**config.mk**
```make
export PLATFORM = sky130hd
export DESIGN_NAME = rcvr_frame_filter
export DESIGN_NICKNAME = d
export VERILOG_FILES = /design/src/rtl/rcvr_frame_filter.sv
export SDC_FILE = /design/constraint.sdc
export NUM_CORES = 1
export LEC_CHECK = 0
export CORE_UTILIZATION = 50
export DETAILED_ROUTE_END_ITERATION = 7
export GPL_TIMING_DRIVEN = 0
export PLACE_DENSITY = 0.67
export SLEW_MARGIN = 20
export SYNTH_ARGS = -nofsm -noshare
export SYNTH_HDL_FRONTEND = slang
export SYNTH_SLANG_ARGS = --single-unit
export TNS_END_PERCENT = 1
```
**constraint.sdc**
```tcl
create_clock -name clk -period 9.5 [get_ports clk]
set_input_delay 2.375 -clock clk [delete_from_list [all_inputs] [get_ports clk]]
set_output_delay 2.375 -clock clk [all_outputs]
set_load 0.1 [all_outputs]
```
**src/rtl/rcvr_frame_filter.sv**
```systemverilog
// Receive frame filter: captures a 3-byte header, filters on destination address and
// buffers the payload speculatively, exposing it to the consumer only once the frame commits.
module rcvr_frame_filter #(
    parameter int         DEPTH       = 64,
    parameter logic [7:0] BCAST_ADDR  = 8'h2A,
    parameter int         BIT_REVERSE = 1,
    parameter int         CNT_W       = 8
) (
    input  logic                     clk,
    input  logic                     rst,
    input  logic [7:0]               mac_addr,
    input  logic                     promisc,
    input  logic [7:0]               rx_data,
    input  logic                     rx_write,
    input  logic                     rx_error,
    input  logic                     rx_cardet,
    output logic [7:0]               out_data,
    output logic                     out_valid,
    input  logic                     out_ready,
    output logic [7:0]               hdr_dest,
    output logic [7:0]               hdr_src,
    output logic [7:0]               hdr_type,
    output logic                     hdr_valid,
    output logic [CNT_W-1:0]         frame_ok_cnt,
    output logic [CNT_W-1:0]         frame_drop_cnt,
    output logic [$clog2(DEPTH):0]   fifo_level
);
    localparam int AW = $clog2(DEPTH);
    localparam int PW = AW + 1;

    typedef enum logic [1:0] {S_IDLE, S_HDR, S_PAYLOAD, S_DISCARD} state_t;

    state_t           r_state, w_state_next;
    logic             r_cardet;
    logic [1:0]       r_idx, w_idx_next;
    logic [PW-1:0]    r_wr_spec, r_wr_com, r_rd;
    logic [PW-1:0]    w_spec_next, w_com_next, w_rd_next, w_spec_inc;
    logic [7:0]       r_sh_dest, r_sh_src, r_sh_type;
    logic [7:0]       r_hdr_dest, r_hdr_src, r_hdr_type;
    logic             r_hdr_valid, r_out_valid;
    logic [PW-1:0]    r_level;
    logic [CNT_W-1:0] r_ok_cnt, r_drop_cnt;
    logic [7:0]       r_mem [DEPTH];

    logic [7:0] w_rev, w_byte;
    logic       w_rise, w_fall, w_full, w_match, w_cap;
    logic       w_mem_we, w_commit, w_drop;

    generate
        for (genvar gi = 0; gi < 8; gi++) begin : g_rev
            assign w_rev[gi] = rx_data[7-gi];
        end
    endgenerate

    assign w_byte     = (BIT_REVERSE != 0) ? w_rev : rx_data;
    assign w_rise     = rx_cardet & ~r_cardet;
    assign w_fall     = ~rx_cardet & r_cardet;
    assign w_full     = (r_wr_spec - r_rd) == PW'(DEPTH);
    assign w_spec_inc = r_wr_spec + PW'(1);
    assign w_match    = (r_sh_dest == mac_addr) || (r_sh_dest == BCAST_ADDR) || promisc;
    assign w_cap      = (r_state == S_HDR) && rx_write && !rx_error;
    assign w_rd_next  = r_rd + PW'(r_out_valid && out_ready);

    always_comb begin
        w_state_next = r_state;
        w_idx_next   = r_idx;
        w_spec_next  = r_wr_spec;
        w_com_next   = r_wr_com;
        w_mem_we     = 1'b0;
        w_commit     = 1'b0;
        w_drop       = 1'b0;
        case (r_state)
            S_IDLE: begin
                if (w_rise) begin
                    w_state_next = S_HDR;
                    w_idx_next   = 2'd0;
                    w_spec_next  = r_wr_com;
                end
            end
            S_HDR: begin
                if (rx_error) begin
                    w_spec_next  = r_wr_com;
                    w_drop       = 1'b1;
                    w_state_next = S_DISCARD;
                end else if (rx_write && r_idx == 2'd2) begin
                    // Third header byte may arrive together with end of carrier: empty payload
                    if (!w_match)
                        w_state_next = w_fall ? S_IDLE : S_DISCARD;
                    else if (w_fall) begin
                        w_commit     = 1'b1;
                        w_state_next = S_IDLE;
                    end else
                        w_state_next = S_PAYLOAD;
                end else begin
                    if (rx_write)
                        w_idx_next = r_idx + 2'd1;
                    if (w_fall) begin
                        w_drop       = 1'b1;
                        w_state_next = S_IDLE;
                    end
                end
            end
            S_PAYLOAD: begin
                if (rx_error || (rx_write && w_full)) begin
                    w_spec_next  = r_wr_com;
                    w_drop       = 1'b1;
                    w_state_next = S_DISCARD;
                end else begin
                    w_mem_we = rx_write;
                    if (rx_write)
                        w_spec_next = w_spec_inc;
                    if (w_fall) begin
                        w_com_next   = rx_write ? w_spec_inc : r_wr_spec;
                        w_commit     = 1'b1;
                        w_state_next = S_IDLE;
                    end
                end
            end
            default: begin
                if (!rx_cardet)
                    w_state_next = S_IDLE;
            end
        endcase
    end

    always_ff @(posedge clk or posedge rst) begin
        if (rst) begin
            r_state     <= S_IDLE;
            r_cardet    <= 1'b0;
            r_idx       <= '0;
            r_wr_spec   <= '0;
            r_wr_com    <= '0;
            r_rd        <= '0;
            r_sh_dest   <= '0;
            r_sh_src    <= '0;
            r_sh_type   <= '0;
            r_hdr_dest  <= '0;
            r_hdr_src   <= '0;
            r_hdr_type  <= '0;
            r_hdr_valid <= 1'b0;
            r_out_valid <= 1'b0;
            r_level     <= '0;
            r_ok_cnt    <= '0;
            r_drop_cnt  <= '0;
        end else begin
            r_state     <= w_state_next;
            r_cardet    <= rx_cardet;
            r_idx       <= w_idx_next;
            r_wr_spec   <= w_spec_next;
            r_wr_com    <= w_com_next;
            r_rd        <= w_rd_next;
            r_out_valid <= (w_com_next != w_rd_next);
            r_level     <= w_com_next - w_rd_next;
            r_hdr_valid <= w_commit;
            if (w_cap) begin
                case (r_idx)
                    2'd0:    r_sh_dest <= w_byte;
                    2'd1:    r_sh_src  <= w_byte;
                    default: r_sh_type <= w_byte;
                endcase
            end
            if (w_commit) begin
                r_hdr_dest <= r_sh_dest;
                r_hdr_src  <= r_sh_src;
                r_hdr_type <= (r_state == S_HDR) ? w_byte : r_sh_type;
            end
            if (w_commit && r_ok_cnt != '1)
                r_ok_cnt <= r_ok_cnt + CNT_W'(1);
            if (w_drop && r_drop_cnt != '1)
                r_drop_cnt <= r_drop_cnt + CNT_W'(1);
        end
    end

    // Payload storage carries no reset; only committed locations are ever read out
    always_ff @(posedge clk) begin
        if (w_mem_we)
            r_mem[r_wr_spec[AW-1:0]] <= w_byte;
    end

    assign out_data       = r_mem[r_rd[AW-1:0]];
    assign out_valid      = r_out_valid;
    assign fifo_level     = r_level;
    assign hdr_dest       = r_hdr_dest;
    assign hdr_src        = r_hdr_src;
    assign hdr_type       = r_hdr_type;
    assign hdr_valid      = r_hdr_valid;
    assign frame_ok_cnt   = r_ok_cnt;
    assign frame_drop_cnt = r_drop_cnt;
endmodule

```
# --- Word level (Yosys, flattened, before mapping) ---
# Memory sizes are Yosys's and may differ from the RTL's.
# Cells that the tools add are included.
op_classes:
  n_reduce_logical: 22
  bitwise: 5
  addsub: 7
  eq_ne: 16
  n_mux: 38
op_table:
  columns: ["operator", "n"]
  rows:
  - ["$mux 7", 7]
  - ["$mux 2", 13]
  - ["$pmux 7 s3", 1]
  - ["$add 8x1->8 const B", 2]
  - ["$ne 8x8->1 const B", 2]
  - ["$sub 7x7->7", 2]
  - ["$mux 1", 12]
  - ["$ne 2x2->1 const B", 5]
  - ["$eq 8x6->1 const B", 1]
  - ["$eq 8x8->1", 1]
  - ["$mux 8", 1]
  - ["$reduce_and 2->1", 4]
  - ["$add 7x1->7", 1]
  - ["$add 7x1->7 const B", 1]
  - ["$eq 7x7->1 const B", 1]
  - ["$logic_and 1x1->1", 7]
  - ["$ne 7x7->1", 1]
  - ["$pmux 2 s3", 1]
  - ["$reduce_and 5->1", 1]
  - ["$eq 2x1->1 const B", 2]
  - ["$eq 2x2->1 const B", 2]
  - ["$logic_not 2->1", 2]
  - ["$ne 4x1->1 const B", 1]
  - ["$pmux 1 s2", 2]
  - ["10 further kinds", 15]
word_totals:
  output_inout_bits: 57
  mem_bits_rw: 512
  mem_count: 1
  inputBits: 23
  reg_bits: 99
memory_table:
  columns: ["name", "depth", "width", "rd", "rd_ports_with_merged_regs", "write_ports", "line", "rtl"]
  rows:
  - ["r_mem", 64, 8, 1, 0, 1, "43", "logic [7:0] r_mem [DEPTH];"]

# --- Longest topological paths before layout ---
# Gate-level depths: netlist of the first run.
logic_depth:
  word_depth: 8
  mapped_depth: 21
  mapped_depth_nobuf: 17

# --- Worst setup path before layout of the first run ---
# No wires, ideal clock.
synth_path:
  path_kind: "register to output"
  from: "reg r_rd[1]"
  to: "out out_data[0]"
  setup_slack_ns: 3.694
  t_arrival_ns: 3.431
  n_path_buf: 4
  stages_incl_launch_ff: 8
  cell_sequence: "dfrtp_1 -> clkbuf_1 -> buf_2 -> buf_2 -> buf_1 -> mux4_2 -> nand2_1 -> a31oi_1"
synth_between:
  elab_chain_cells: 1
synth_rtl:
  columns: ["element", "line", "rtl"]
  rows:
  - ["from (decl)", "36", "logic [PW-1:0] r_wr_spec, r_wr_com, r_rd;"]
  - ["from (signal assigned)", "151", "r_rd <= w_rd_next;"]
  - ["$mem_v2 64x8", null, null]
  - ["to (decl)", "17", "output logic [7:0] out_data,"]
# Every way passes these cells.

# --- Worst setup path in the final report of the first run ---
# Ends and elaborated chain as after synthesis.

==> results of run 1 <==
[cells by family (layout without fill, tap and decap cells)]
| logic type | Yosys count | in the layout | synth area share [%] |
|---|---|---|---|
| DFF | 611 | 611 | 71.8 |
| AOI/OAI and AO/OA | 80 | 80 | 2.19 |
| and+or+nand+nor | 237 | 237 | 4.56 |
| buffers and inverters | 87 | 284 | 1.59 |
| xor gates and xnor gates | 38 | 38 | 1.40 |
| adders and majority gates | 25 | 25 | 1.29 |
| muxes | 215 | 215 | 17.2 |
[worst reg2reg max path: stages (launching register included)]
cell and delay [ns]:
dfrtp_1 0.38, clkbuf_1 0.59, buf_2 0.41, buf_2 0.36
buf_1 0.62, inv_1 0.11, ha_1 0.31, and3_1 0.15
o221ai_1 0.11, or4_4 0.59, o311a_2 0.40, nand2_4 0.12
buf_2 0.20, o21ai_0 0.24, fa_1 0.48, a21o_1 0.20
a21o_1 0.20, a21o_1 0.18, a21oi_1 0.19, xor3_1 0.33
[routing by layer]
| layer | GRT usage, % | routed length [µm] | vias to the layer above | part of all wire [%] |
|---|---|---|---|---|
| li1 | - | - | 5451 | - |
| met1 | 33.2 | 24200 | 6641 | 44 |
| met2 | 34.8 | 25900 | 516 | 47 |
| met3 | 4.29 | 3860 | 78 | 7.0 |
| met4 | 5.71 | 1190 | 0 | 2.2 |
| met5 | 0 | 0 | - | 0 |
[sequential cells by signal, summed over array words and instances, names as in the netlist, 8 cells and up]
signal / count
r_mem: 512
frame_drop_cnt: 8
frame_ok_cnt: 8
hdr_dest: 8
hdr_src: 8
hdr_type: 8
r_sh_dest: 8
r_sh_src: 8
r_sh_type: 8
[through the flow]
step | power, W | utilization [%] | worst slack [ns] | instances | hold WS (ns)
floorplan | 0.00579 | - | 3.69 | 1293 | 0.468
global placement | 0.00675 | 54.1 | 2.71 | 2035 | 0.486
detailed placement | 0.00677 | 54.2 | 2.72 | 2040 | 0.490
CTS | 0.00914 | 58.2 | 2.03 | 2154 | 0.505
global route | 0.00941 | 58.2 | 1.85 | 2154 | 0.525
finish | 0.00909 | 58.2 | 2.02 | 2154 | 0.501
[layout by cell type (no fill, tap or decap), drive strengths merged, types with 12 or more instances in the layout]
cell,count
ha,24
nor2,84
inv,29
mux2,43
mux2i,12
clkinv,20
nor3,12
mux4,160
nand4,12
buf,44
and3,14
dfrtp,99
nand3,23
a21oi,28
clkdlybuf4s50,70
edfxtp,512
clkbuf,112
xnor2,26
o21ai,19
nand2,63
[cell type report]
type / instances / area (µm²)
Buffer: 60 / 294
Clock buffer: 83 / 1630
Clock inverter: 31 / 335
Fill cell: 3617 / 20400
Inverter: 27 / 106
Multi-Input combinational cell: 595 / 6630
Sequential cell: 611 / 17900
Tap cell: 664 / 831
Timing Repair Buffer: 83 / 828
[worst max path at each step]
stage	startpoint	end	slack (ns)	depth (start not counted)
after floorplan	r_rd[1]$_DFF_PP0_	out_data[0]	3.69	7
after global placement	r_rd[1]$_DFF_PP0_	out_data[1]	2.71	8
after detailed placement	r_rd[1]$_DFF_PP0_	out_data[1]	2.72	8
after CTS	r_rd[1]$_DFF_PP0_	out_data[1]	2.03	8
after global routing	r_rd[1]$_DFF_PP0_	out_data[1]	1.85	8
final	r_rd[1]$_DFF_PP0_	out_data[0]	2.02	8
[power by group through the flow]
stage	Combinational, W	Clock, W	Sequential (W)
2_1_floorplan	0.00198	0	0.00381
3_3_place_gp	0.00349	0	0.00326
3_5_place_dp	0.00351	0	0.00326
4_1_cts	0.00353	0.00241	0.00321
5_1_grt	0.00369	0.00249	0.00323
6_report	0.00351	0.00237	0.00321
==> out/qor.yml, run 1 <==
min_path:
  holdPathStages: 1
  hold_path_end: "hdr_src[4]$_DFFE_PP0P_"
  holdCritStartpoint: "r_sh_src[4]$_DFFE_PP0P_"
  hp-class: "flop to flop"
clock_tree:
  clk_latency_ns: 0.63
  cts_buffer_depth: 3
  cts_sinks: 611
  post_cts_buffers: 0
  cts_resized: 0
  cts_tree: "done"
  cts_root_buffer: "clkbuf_16"
  hold_buffers: 0
  cts-buffers-inserted: 61
  path_clk_slew_ns: 0.06
  htree_levels: 2
synth:
  synth_top_cell_by_area: "edfxtp_1"
  synthCells: 1293
  yosysTopAreaCellShare_pct: 61.8
  synth-seq-cells: 611
  synth_cell_types: 62
  synth_most_common_cell: "edfxtp_1"
  ys_top_cells_by_area: "edfxtp_1 (62%), mux4_2 (14%), dfrtp_1 (10%)"
  synth_area_um2: 24900
  synth-edff-count: 512
  async_flop_share_pct: 16.2
  yosys-top-cells-count: "edfxtp_1 (512), mux4_2 (160), dfrtp_1 (99)"
  synth_warnings: 0
  syn_area_per_cell_um2: 19.2
  synth_nets: 1341
  synth-main-ff-cell: "edfxtp_1"
  yosysSeqAreaShare_pct: 71.8
die:
  coreArea_um2: 49000
  die_area_um2: 50600
  fp.dieH_um: 225
  rows: 81
  die_w_um: 225
  start_util_pct: 50.8
  ios: 80
pwr:
  peakVddDrop_mv: 0.296
  seq_power_share_pct: 35.3
  p_switching_w: 0.00335
  internal_power_w: 0.00575
  combPwrFrac_pct: 38.6
  switching_share_pct: 36.8
  p_per_area_nw_per_um2: 319
  p_clk_share_pct: 26.1
  p_leak_nw: 9.61
grt:
  grt_max_degree: 75
  grt.total_usage_pct: 22.5
  grt_overflow: 0
  grt_pass1_wl_um: 82600
  grt_pass1_vias: 12700
  antenna_found_initial: 0
sta:
  hold_viol: 0
  relSlewSlack_pct: 30.2
  finClkSkew_ns: 0.0200
  fin_setup_tns_ns: 0
  worst_slew_pin_slew_ns: 1.04
  fmax_ghz: 0.134
  min_period_over_period_pct: 78.8
  layout_min_cycle_time_ns: 7.48
  setup_viol: 0
  finalMaxSlewViolations: 0
  rsz0062_at_grt: "no"
critical_path:
  startpoint_type: "flop"
  crit_fanout: 10
  rrSetupSlack_ns: 3.22
  rr_startpoint: "r_rd[1]$_DFF_PP0_"
  slowest_delay_ns: 1.24
  critPathKind: "flop to primary output"
  crit_chain: "clkbuf_1 > buf_2 > buf_2 > buf_1 > mux4_2 > nand2_1 > a31oi_1 > clkdlybuf4s50_1"
  cp.buffers_inverters: 5
  r2r-end: "fifo_level[6]$_DFF_PP0_"
  crit_required_ns: 7.13
  crit_family: "buffers and inverters"
  crit_arrival_ns: 5.11
  cpMaxStageDelayCell: "clkdlybuf4s50_1"
  crit_top_cell: "buf_2"
  reg2regPathDepth: 19
  worstSetupEndpointType: "primary output"
finish:
  drive_above_1_share_pct: 23.5
  fin_area_um2: 28500
  nets: 1487
  n_antenna_cell: 0
  syn_to_final_growth_pct: 14.7
placed_design:
  dp_hpwl_um: 35400
  io_buffers: 78
  post_dp_cell_area_um2: 26500
  place.gp.congestion: 0.853
flow_run:
  maxCapViolations: 0
routing:
  ant_nets: 0
  routed_wl_um: 55100
  drtPass1Iterations: 5
  via_count: 12700
  drc_errors: 0
  drt_iter0_drc: 1388
  via_per_inst: 5.89
  routedWlPerCell_um: 25.6
status:
  status: "completed"
Note: power is estimated with default switching activity, not from simulation.
==> inputs of run 2 (changes only) <==
--- a/config.mk
+++ b/config.mk
@@ -8,7 +8,7 @@
 export CORE_UTILIZATION = 50
 export DETAILED_ROUTE_END_ITERATION = 7
 export GPL_TIMING_DRIVEN = 0
-export PLACE_DENSITY = 0.67
+export PLACE_DENSITY = 0.7
 export SLEW_MARGIN = 20
 export SYNTH_ARGS = -nofsm -noshare
 export SYNTH_HDL_FRONTEND = slang
==> constraint.sdc (replaced) <==
create_clock -name clk -period 6 [get_ports clk]
set_input_delay 1.5 -clock clk [delete_from_list [all_inputs] [get_ports clk]]
set_output_delay 1.5 -clock clk [all_outputs]
set_load 0.1 [all_outputs]
==> run 2 against run 1 <==
  * Final cell count barely moved
  * Count of clock-buffer cells in the layout fell by 9
  * Wire length rose by 1.7%
  * Core utilization rose by 0.11 points
  * Global-route usage rose by 0.43 points
  * Sequential power rose by 59%
  * Critical path type unchanged
  * Highest routed layer unchanged
==> out/qor.yml, run 2 (same netlist as run 1, synthesis figures left out) <==
finish:
  largest_register_ffs: 512  # unchanged
  final_common_cell: "edfxtp_1"  # unchanged
  final_core_util_pct: 58.3  # was 58.2%
  drive_above_1_share_pct: 24.7  # was 23.5%
  fin_area_um2: 28600  # was 28500 µm²
  syn_to_final_growth_pct: 14.9  # was 14.7%
  final_cell_mix: "edfxtp_1 (512), mux4_2 (160), dfrtp_1 (99), nor2_1 (84)"  # was edfxtp_1 (512), mux4_2 (160), dfrtp_1 (99), nor2_1 (84), clkdlybuf4s50_1 (70)
  n_antenna_cell: 0  # unchanged
  fill_cells: 3625  # was 3617
  nets: 1486  # was 1487
pwr:
  p_switching_w: 0.00529  # was 0.00335 W
  p_per_area_nw_per_um2: 504  # was 319 nW/µm²
  p_clk_share_pct: 26.5  # was 26.1%
  combPwrFrac_pct: 38.2  # was 38.6%
  seq_power_share_pct: 35.4  # was 35.3%
  switching_share_pct: 36.8  # about the same
  internal_power_w: 0.00909  # was 0.00575 W
  p_leak_nw: 9.68  # was 9.61 nW
  peakVddDrop_mv: 0.565  # was 0.296 mV
placed_design:
  io_buffers: 78  # unchanged
  dp_hpwl_um: 35200  # was 35400 µm
  place.gp.congestion: 0.839  # was 0.853
  place_worst_setup_slack_ns: -0.412  # was 2.72 ns
  post_dp_cell_area_um2: 26600  # was 26500 µm²
sta:
  finClkSkew_ns: 0.0387  # was 0.0200 ns
  fmax_ghz: 0.168
  setup_viol: 0  # unchanged
  rsz0062_at_grt: "yes"  # was no
  worst_slew_pin_slew_ns: 1.06  # was 1.04 ns
  layout_min_cycle_time_ns: 5.94
  min_period_over_period_pct: 99.0
  finalMaxSlewViolations: 0  # unchanged
  setup_slack_ns: 0.0587  # was 2.02 ns
  worst_hold_slack_ns: 0.503  # was 0.501 ns
  relSlewSlack_pct: 29.3  # was 30.2%
  hold_viol: 0  # unchanged
critical_path:
  crit_chain: "clkbuf_1 > clkbuf_1 > clkbuf_1 > mux4_2 > mux4_2 > nand2_1 > a31oi_1 > dlygate4sd2_1"  # was clkbuf_1 > buf_2 > buf_2 > buf_1 > mux4_2 > nand2_1 > a31oi_1 > clkdlybuf4s50_1
  crit_fanout: 10  # unchanged
  crit_top_cell: "clkbuf_1"  # was buf_2
  crit_required_ns: 4.50  # was 7.13 ns
  critPathKind: "flop to primary output"  # unchanged
  worstSetupEndpointType: "primary output"  # unchanged
  crit_family: "buffers and inverters"  # unchanged
  cpMaxStageDelayCell: "dlygate4sd2_1"  # was clkdlybuf4s50_1
  crit_arrival_ns: 4.44  # was 5.11 ns
  startpoint_type: "flop"  # unchanged
  slowest_delay_ns: 0.90  # was 1.24 ns
  cp.buffers_inverters: 4  # was 5
clock_tree:
  cts_resized: 19  # was 0
  cts-buffers-inserted: 61  # unchanged
  cts_sinks: 611  # unchanged
  path_clk_slew_ns: 0.07  # was 0.06 ns
  cts_tree: "done"  # unchanged
  cts_root_buffer: "clkbuf_16"  # unchanged
  htree_levels: 2  # unchanged
  cts_buffer_depth: 3  # unchanged
  clk_latency_ns: 0.63  # about the same
  post_cts_buffers: 0  # unchanged
  hold_buffers: 0  # unchanged
flow_run:
  maxCapViolations: 0  # unchanged
routing:
  via_per_inst: 5.90  # was 5.89
  ant_nets: 0  # unchanged
  routedWlPerCell_um: 26.1  # was 25.6 µm
  drtPass1Iterations: 5  # unchanged
  drt_iter0_drc: 1385  # was 1388
  via_count: 12700  # about the same
  drc_errors: 0  # unchanged
  routed_wl_um: 56100  # was 55100 µm
die:
  ios: 80  # unchanged
  start_util_pct: 50.8  # unchanged
  die_w_um: 225  # unchanged
  die_area_um2: 50600  # unchanged
  fp.dieH_um: 225  # unchanged
  rows: 81  # unchanged
  coreArea_um2: 49000  # unchanged
grt:
  grt_pass1_wl_um: 83500  # was 82600 µm
  grt_overflow: 0  # unchanged
  grt_pass1_vias: 13100  # was 12700
  grt_max_degree: 82  # was 75
  antenna_found_initial: 0  # unchanged
  grt.total_usage_pct: 22.9  # was 22.5%
status:
  status: "completed"  # unchanged
min_path:
  hp-class: "flop to flop"  # unchanged
==> run 2: cell type report <==
type / count / area, µm² / share of cell area [%]
sequential: 611 / 17900 / 62.5
multi-input combinational: 595 / 6630 / 23.2
clock buffer: 74 / 1600 / 5.59
timing repair buffer: 83 / 837 / 2.93
tap: 664 / 831 / 2.91
clock inverter: 39 / 403 / 1.41
buffer: 59 / 303 / 1.06
inverter: 27 / 106 / 0.372
==> run 2: worst reg2reg max path, delay by kind of cell, from the launching register on <==
| kind | cells | cell delay (ns) |
|---|---|---|
| compound gates | 7 | 1.76 |
| xor+xnor | 1 | 0.35 |
| buf+inv | 5 | 1.49 |
| flops | 1 | 0.37 |
| fa+ha+maj | 2 | 0.82 |
| simple gates | 3 | 0.82 |
==> run 2: worst paths after layout <==
path	startpoint	endpoint	slack (ns)	depth (start not counted)
max	r_rd[2]$_DFF_PP0_	out_data[4]	0.06	8
min	frame_drop_cnt[6]$_DFFE_PP0P_	frame_drop_cnt[6]$_DFFE_PP0P_	0.50	1
max reg2reg	r_rd[4]$_DFF_PP0_	fifo_level[6]$_DFF_PP0_	0.25	18
min reg2reg	frame_drop_cnt[6]$_DFFE_PP0P_	frame_drop_cnt[6]$_DFFE_PP0P_	0.50	1
max in group asynchronous	rst	r_wr_spec[0]$_DFFE_PP0P_	4.16	3
min in group asynchronous	rst	hdr_dest[6]$_DFFE_PP0P_	1.20	2
==> run 2: stage by stage <==
step	cells	power, W	setup TNS, ns
floorplan	1293	0.00917	0
global placement	2035	0.0106	-2.33
detailed placement	2040	0.0107	-0.412
CTS	2153	0.0145	-0.0931
global route	2152	0.0149	-0.263
finish	2152	0.0144	0
==> run 2: layer usage <==
metal / track usage [%] / vias up / share of wire (%)
met2: 35.8 / 504 / 47
li1: - / 5455 / -
met1: 32.8 / 6644 / 42
met4: 7.57 / 0 / 2.8
met5: 0 / - / 0
met3: 4.34 / 94 / 7.8
==> run 2: power by group through the flow <==
| stage | sequential [W] | clock, W | combinational, W |
|---|---|---|---|
| detailed placement | 0.00515 | 0 | 0.00555 |
| finish | 0.00509 | 0.00381 | 0.00549 |
| floorplan | 0.00604 | 0 | 0.00314 |
| global placement | 0.00515 | 0 | 0.00549 |
| CTS | 0.00508 | 0.00385 | 0.00555 |
| global route | 0.00512 | 0.00400 | 0.00577 |
==> inputs of run 3 (changes only) <==
--- a/config.mk
+++ b/config.mk
@@ -8,7 +8,8 @@
 export CORE_UTILIZATION = 50
 export DETAILED_ROUTE_END_ITERATION = 7
 export GPL_TIMING_DRIVEN = 0
-export PLACE_DENSITY = 0.7
+export PLACE_DENSITY = 0.67
+export SETUP_SLACK_MARGIN = 0.05
 export SLEW_MARGIN = 20
 export SYNTH_ARGS = -nofsm -noshare
 export SYNTH_HDL_FRONTEND = slang
==> constraint.sdc (replaced) <==
create_clock -name clk -period 6.75 [get_ports clk]
set_input_delay 1.6875 -clock clk [delete_from_list [all_inputs] [get_ports clk]]
set_output_delay 1.6875 -clock clk [all_outputs]
set_load 0.1 [all_outputs]
==> run 3 against run 2 <==
  * Die area is the same
  * Non-clock buffer count grew 1
  * Sequential share of layout area grew 0.12 points
  * Design area shrank 0.19%
  * Count of clock-buffer cells in the layout grew 9
  * Wire length shrank 1.7%
  * Highest routed layer unchanged
==> out/qor.yml, run 3 (same netlist as run 1, synthesis figures left out) <==
critical_path:
  slowest_delay_ns: 1.18  # was 0.90 ns
  crit_chain: "clkbuf_1 > buf_2 > buf_2 > buf_1 > mux4_2 > nand2_1 > a31oi_1 > clkdlybuf4s50_1"  # was clkbuf_1 > clkbuf_1 > clkbuf_1 > mux4_2 > mux4_2 > nand2_1 > a31oi_1 > dlygate4sd2_1
  cpMaxStageDelayCell: "clkdlybuf4s50_1"  # was dlygate4sd2_1
  critPathKind: "flop to primary output"  # unchanged
  crit_fanout: 10  # unchanged
  crit_arrival_ns: 4.85  # was 4.44 ns
  worstSetupEndpointType: "primary output"  # unchanged
  rrSetupSlack_ns: 0.47  # was 0.25 ns
  crit_required_ns: 5.06  # was 4.50 ns
  crit_family: "buffers and inverters"  # unchanged
  startpoint_type: "flop"  # unchanged
  crit_top_cell: "buf_2"  # was clkbuf_1
  cp.buffers_inverters: 5  # was 4
sta:
  finalMaxSlewViolations: 0  # unchanged
  fin_setup_tns_ns: 0  # unchanged
  setup_viol: 0  # unchanged
  relSlewSlack_pct: 30.2  # was 29.3%
  layout_min_cycle_time_ns: 6.54
  worst_slew_pin_slew_ns: 1.04  # was 1.06 ns
  rsz0062_at_grt: "yes"  # unchanged
  finClkSkew_ns: 0.0188  # was 0.0387 ns
  min_period_over_period_pct: 96.9
  fmax_ghz: 0.153
  hold_viol: 0  # unchanged
clock_tree:
  cts_buffer_depth: 3  # unchanged
  htree_levels: 2  # unchanged
  cts-buffers-inserted: 61  # unchanged
  cts_root_buffer: "clkbuf_16"  # unchanged
  clk_latency_ns: 0.62  # was 0.63 ns
  cts_tree: "done"  # unchanged
  hold_buffers: 0  # unchanged
  cts_sinks: 611  # unchanged
  path_clk_slew_ns: 0.06  # was 0.07 ns
finish:
  fill_cells: 3616  # was 3625
  final_cells: 2154  # was 2152
  drive_above_1_share_pct: 23.5  # was 24.7%
  final_common_cell: "edfxtp_1"  # unchanged
  syn_to_final_growth_pct: 14.7  # was 14.9%
  nets: 1487  # was 1486
  final_core_util_pct: 58.2  # was 58.3%
  largest_register_ffs: 512  # unchanged
  n_antenna_cell: 0  # unchanged
  final_cell_mix: "edfxtp_1 (512), mux4_2 (160), dfrtp_1 (99), nor2_1 (84), clkdlybuf4s50_1 (66)"  # was edfxtp_1 (512), mux4_2 (160), dfrtp_1 (99), nor2_1 (84)
flow_run:
  maxCapViolations: 0  # unchanged
routing:
  routedWlPerCell_um: 25.6  # was 26.1 µm
  via_per_inst: 5.91  # was 5.90
  drtPass1Iterations: 5  # unchanged
  ant_nets: 0  # unchanged
  drt_iter0_drc: 1383  # was 1385
  via_count: 12700  # about the same
  routed_wl_um: 55100  # was 56100 µm
  drc_errors: 0  # unchanged
grt:
  antenna_found_initial: 1  # was 0
  grt_pass1_vias: 12700  # was 13100
  grt_overflow: 0  # unchanged
  grt_max_degree: 75  # was 82
  grt.total_usage_pct: 22.5  # was 22.9%
  grt_pass1_wl_um: 82600  # was 83500 µm
placed_design:
  place.gp.congestion: 0.853  # was 0.839
  dp_hpwl_um: 35400  # was 35200 µm
  io_buffers: 78  # unchanged
  numPlacedInstances: 2040  # unchanged
pwr:
  combPwrFrac_pct: 38.5  # was 38.2%
  p_per_area_nw_per_um2: 448  # was 504 nW/µm²
  peakVddDrop_mv: 0.417  # was 0.565 mV
  seq_power_share_pct: 35.3  # was 35.4%
  p_clk_share_pct: 26.1  # was 26.5%
  p_leak_nw: 9.62  # was 9.68 nW
  internal_power_w: 0.00807  # was 0.00909 W
  totalPowerFinal_w: 0.0128  # was 0.0144 W
  switching_share_pct: 36.9  # was 36.8%
  p_switching_w: 0.00471  # was 0.00529 W
die:
  rows: 81  # unchanged
  ios: 80  # unchanged
  fp.dieH_um: 225  # unchanged
  start_util_pct: 50.8  # unchanged
  coreArea_um2: 49000  # unchanged
  die_w_um: 225  # unchanged
  die_area_um2: 50600  # unchanged
min_path:
  hp-class: "flop to flop"  # unchanged
status:
  status: "completed"  # unchanged
-- run 3: cell count changes in the layout (fill, tap and decap cells not counted), sizes merged, moves of 2 or more --
cell and delta:
clkinv -9, clkbuf +5, clkdlybuf4s50 +4, buf +2
-- run 3: worst paths after layout --
| kind | startpoint | end | cells past startpoint |
|---|---|---|---|
| hold / removal | r_sh_src[4]$_DFFE_PP0P_ | hdr_src[4]$_DFFE_PP0P_ | 1 |
| hold reg to reg | r_sh_src[4]$_DFFE_PP0P_ | hdr_src[4]$_DFFE_PP0P_ | 1 |
| setup reg to reg | r_rd[1]$_DFF_PP0_ | fifo_level[6]$_DFF_PP0_ | 19 |
| setup / recovery | r_rd[1]$_DFF_PP0_ | out_data[4] | 8 |
| max in group asynchronous | rst | fifo_level[3]$_DFF_PP0_ | 3 |
| min in group asynchronous | rst | r_state[1]$_DFFE_PP0P_ | 2 |
-- run 3: power groups by stage --
stage / Sequential [W] / Combinational (W) / Clock [W]
CTS: 0.00452 / 0.00495 / 0.00339
global route: 0.00454 / 0.00518 / 0.00351
detailed placement: 0.00458 / 0.00494 / 0
global placement: 0.00459 / 0.00491 / 0
floorplan: 0.00537 / 0.00279 / 0
finish: 0.00451 / 0.00493 / 0.00334
-- run 3: per-stage QoR --
stage / area, µm² / worst slack, ns / hold WS, ns
2_1_floorplan: 24900 / 1.48 / 0.468
4_1_cts: 28500 / 0.168 / 0.505
3_3_place_gp: 26500 / 0.537 / 0.486
3_5_place_dp: 26500 / 0.537 / 0.490
6_report: 28500 / 0.209 / 0.502
5_1_grt: 28500 / 0.0222 / 0.525
-- run 3: final cells by class --
| class | instances | area [µm²] | area share, % |
|---|---|---|---|
| repair buffers | 83 | 827 | 2.90 |
| flip-flops and latches | 611 | 17900 | 62.6 |
| well taps | 664 | 831 | 2.91 |
| clock buffers | 83 | 1630 | 5.71 |
| multi-input cells | 595 | 6630 | 23.3 |
| plain buffers | 60 | 294 | 1.03 |
| inverters | 27 | 106 | 0.373 |
| clock inverters | 31 | 335 | 1.18 |
-- run 3: timing repair --
item,CTS,global route
gates resized for setup,3,1
buffers inserted,0,0
cloned,0,0
endpoints found under the setup margin,3,2
-- run 3: routing by layer --
metal	global-route usage (%)	up-vias	wire, µm
li1	-	5455	-
met1	33.2	6683	23900
met2	34.8	521	26000
met3	4.29	78	4090
met4	5.71	0	1190
met5	0	-	0
-- run 3: worst register-to-register path: stages, from the launching register on --
cell and delay, ns:
dfrtp_1 0.38, clkbuf_1 0.58, buf_2 0.41, buf_2 0.36
buf_1 0.62, inv_1 0.11, ha_1 0.31, and3_1 0.15
o221ai_1 0.11, or4_4 0.59, o311a_2 0.40, nand2_4 0.12
buf_2 0.20, o21ai_0 0.24, fa_1 0.48, a21o_1 0.20
a21o_1 0.20, a21o_1 0.18, a21oi_1 0.19, xor3_1 0.33
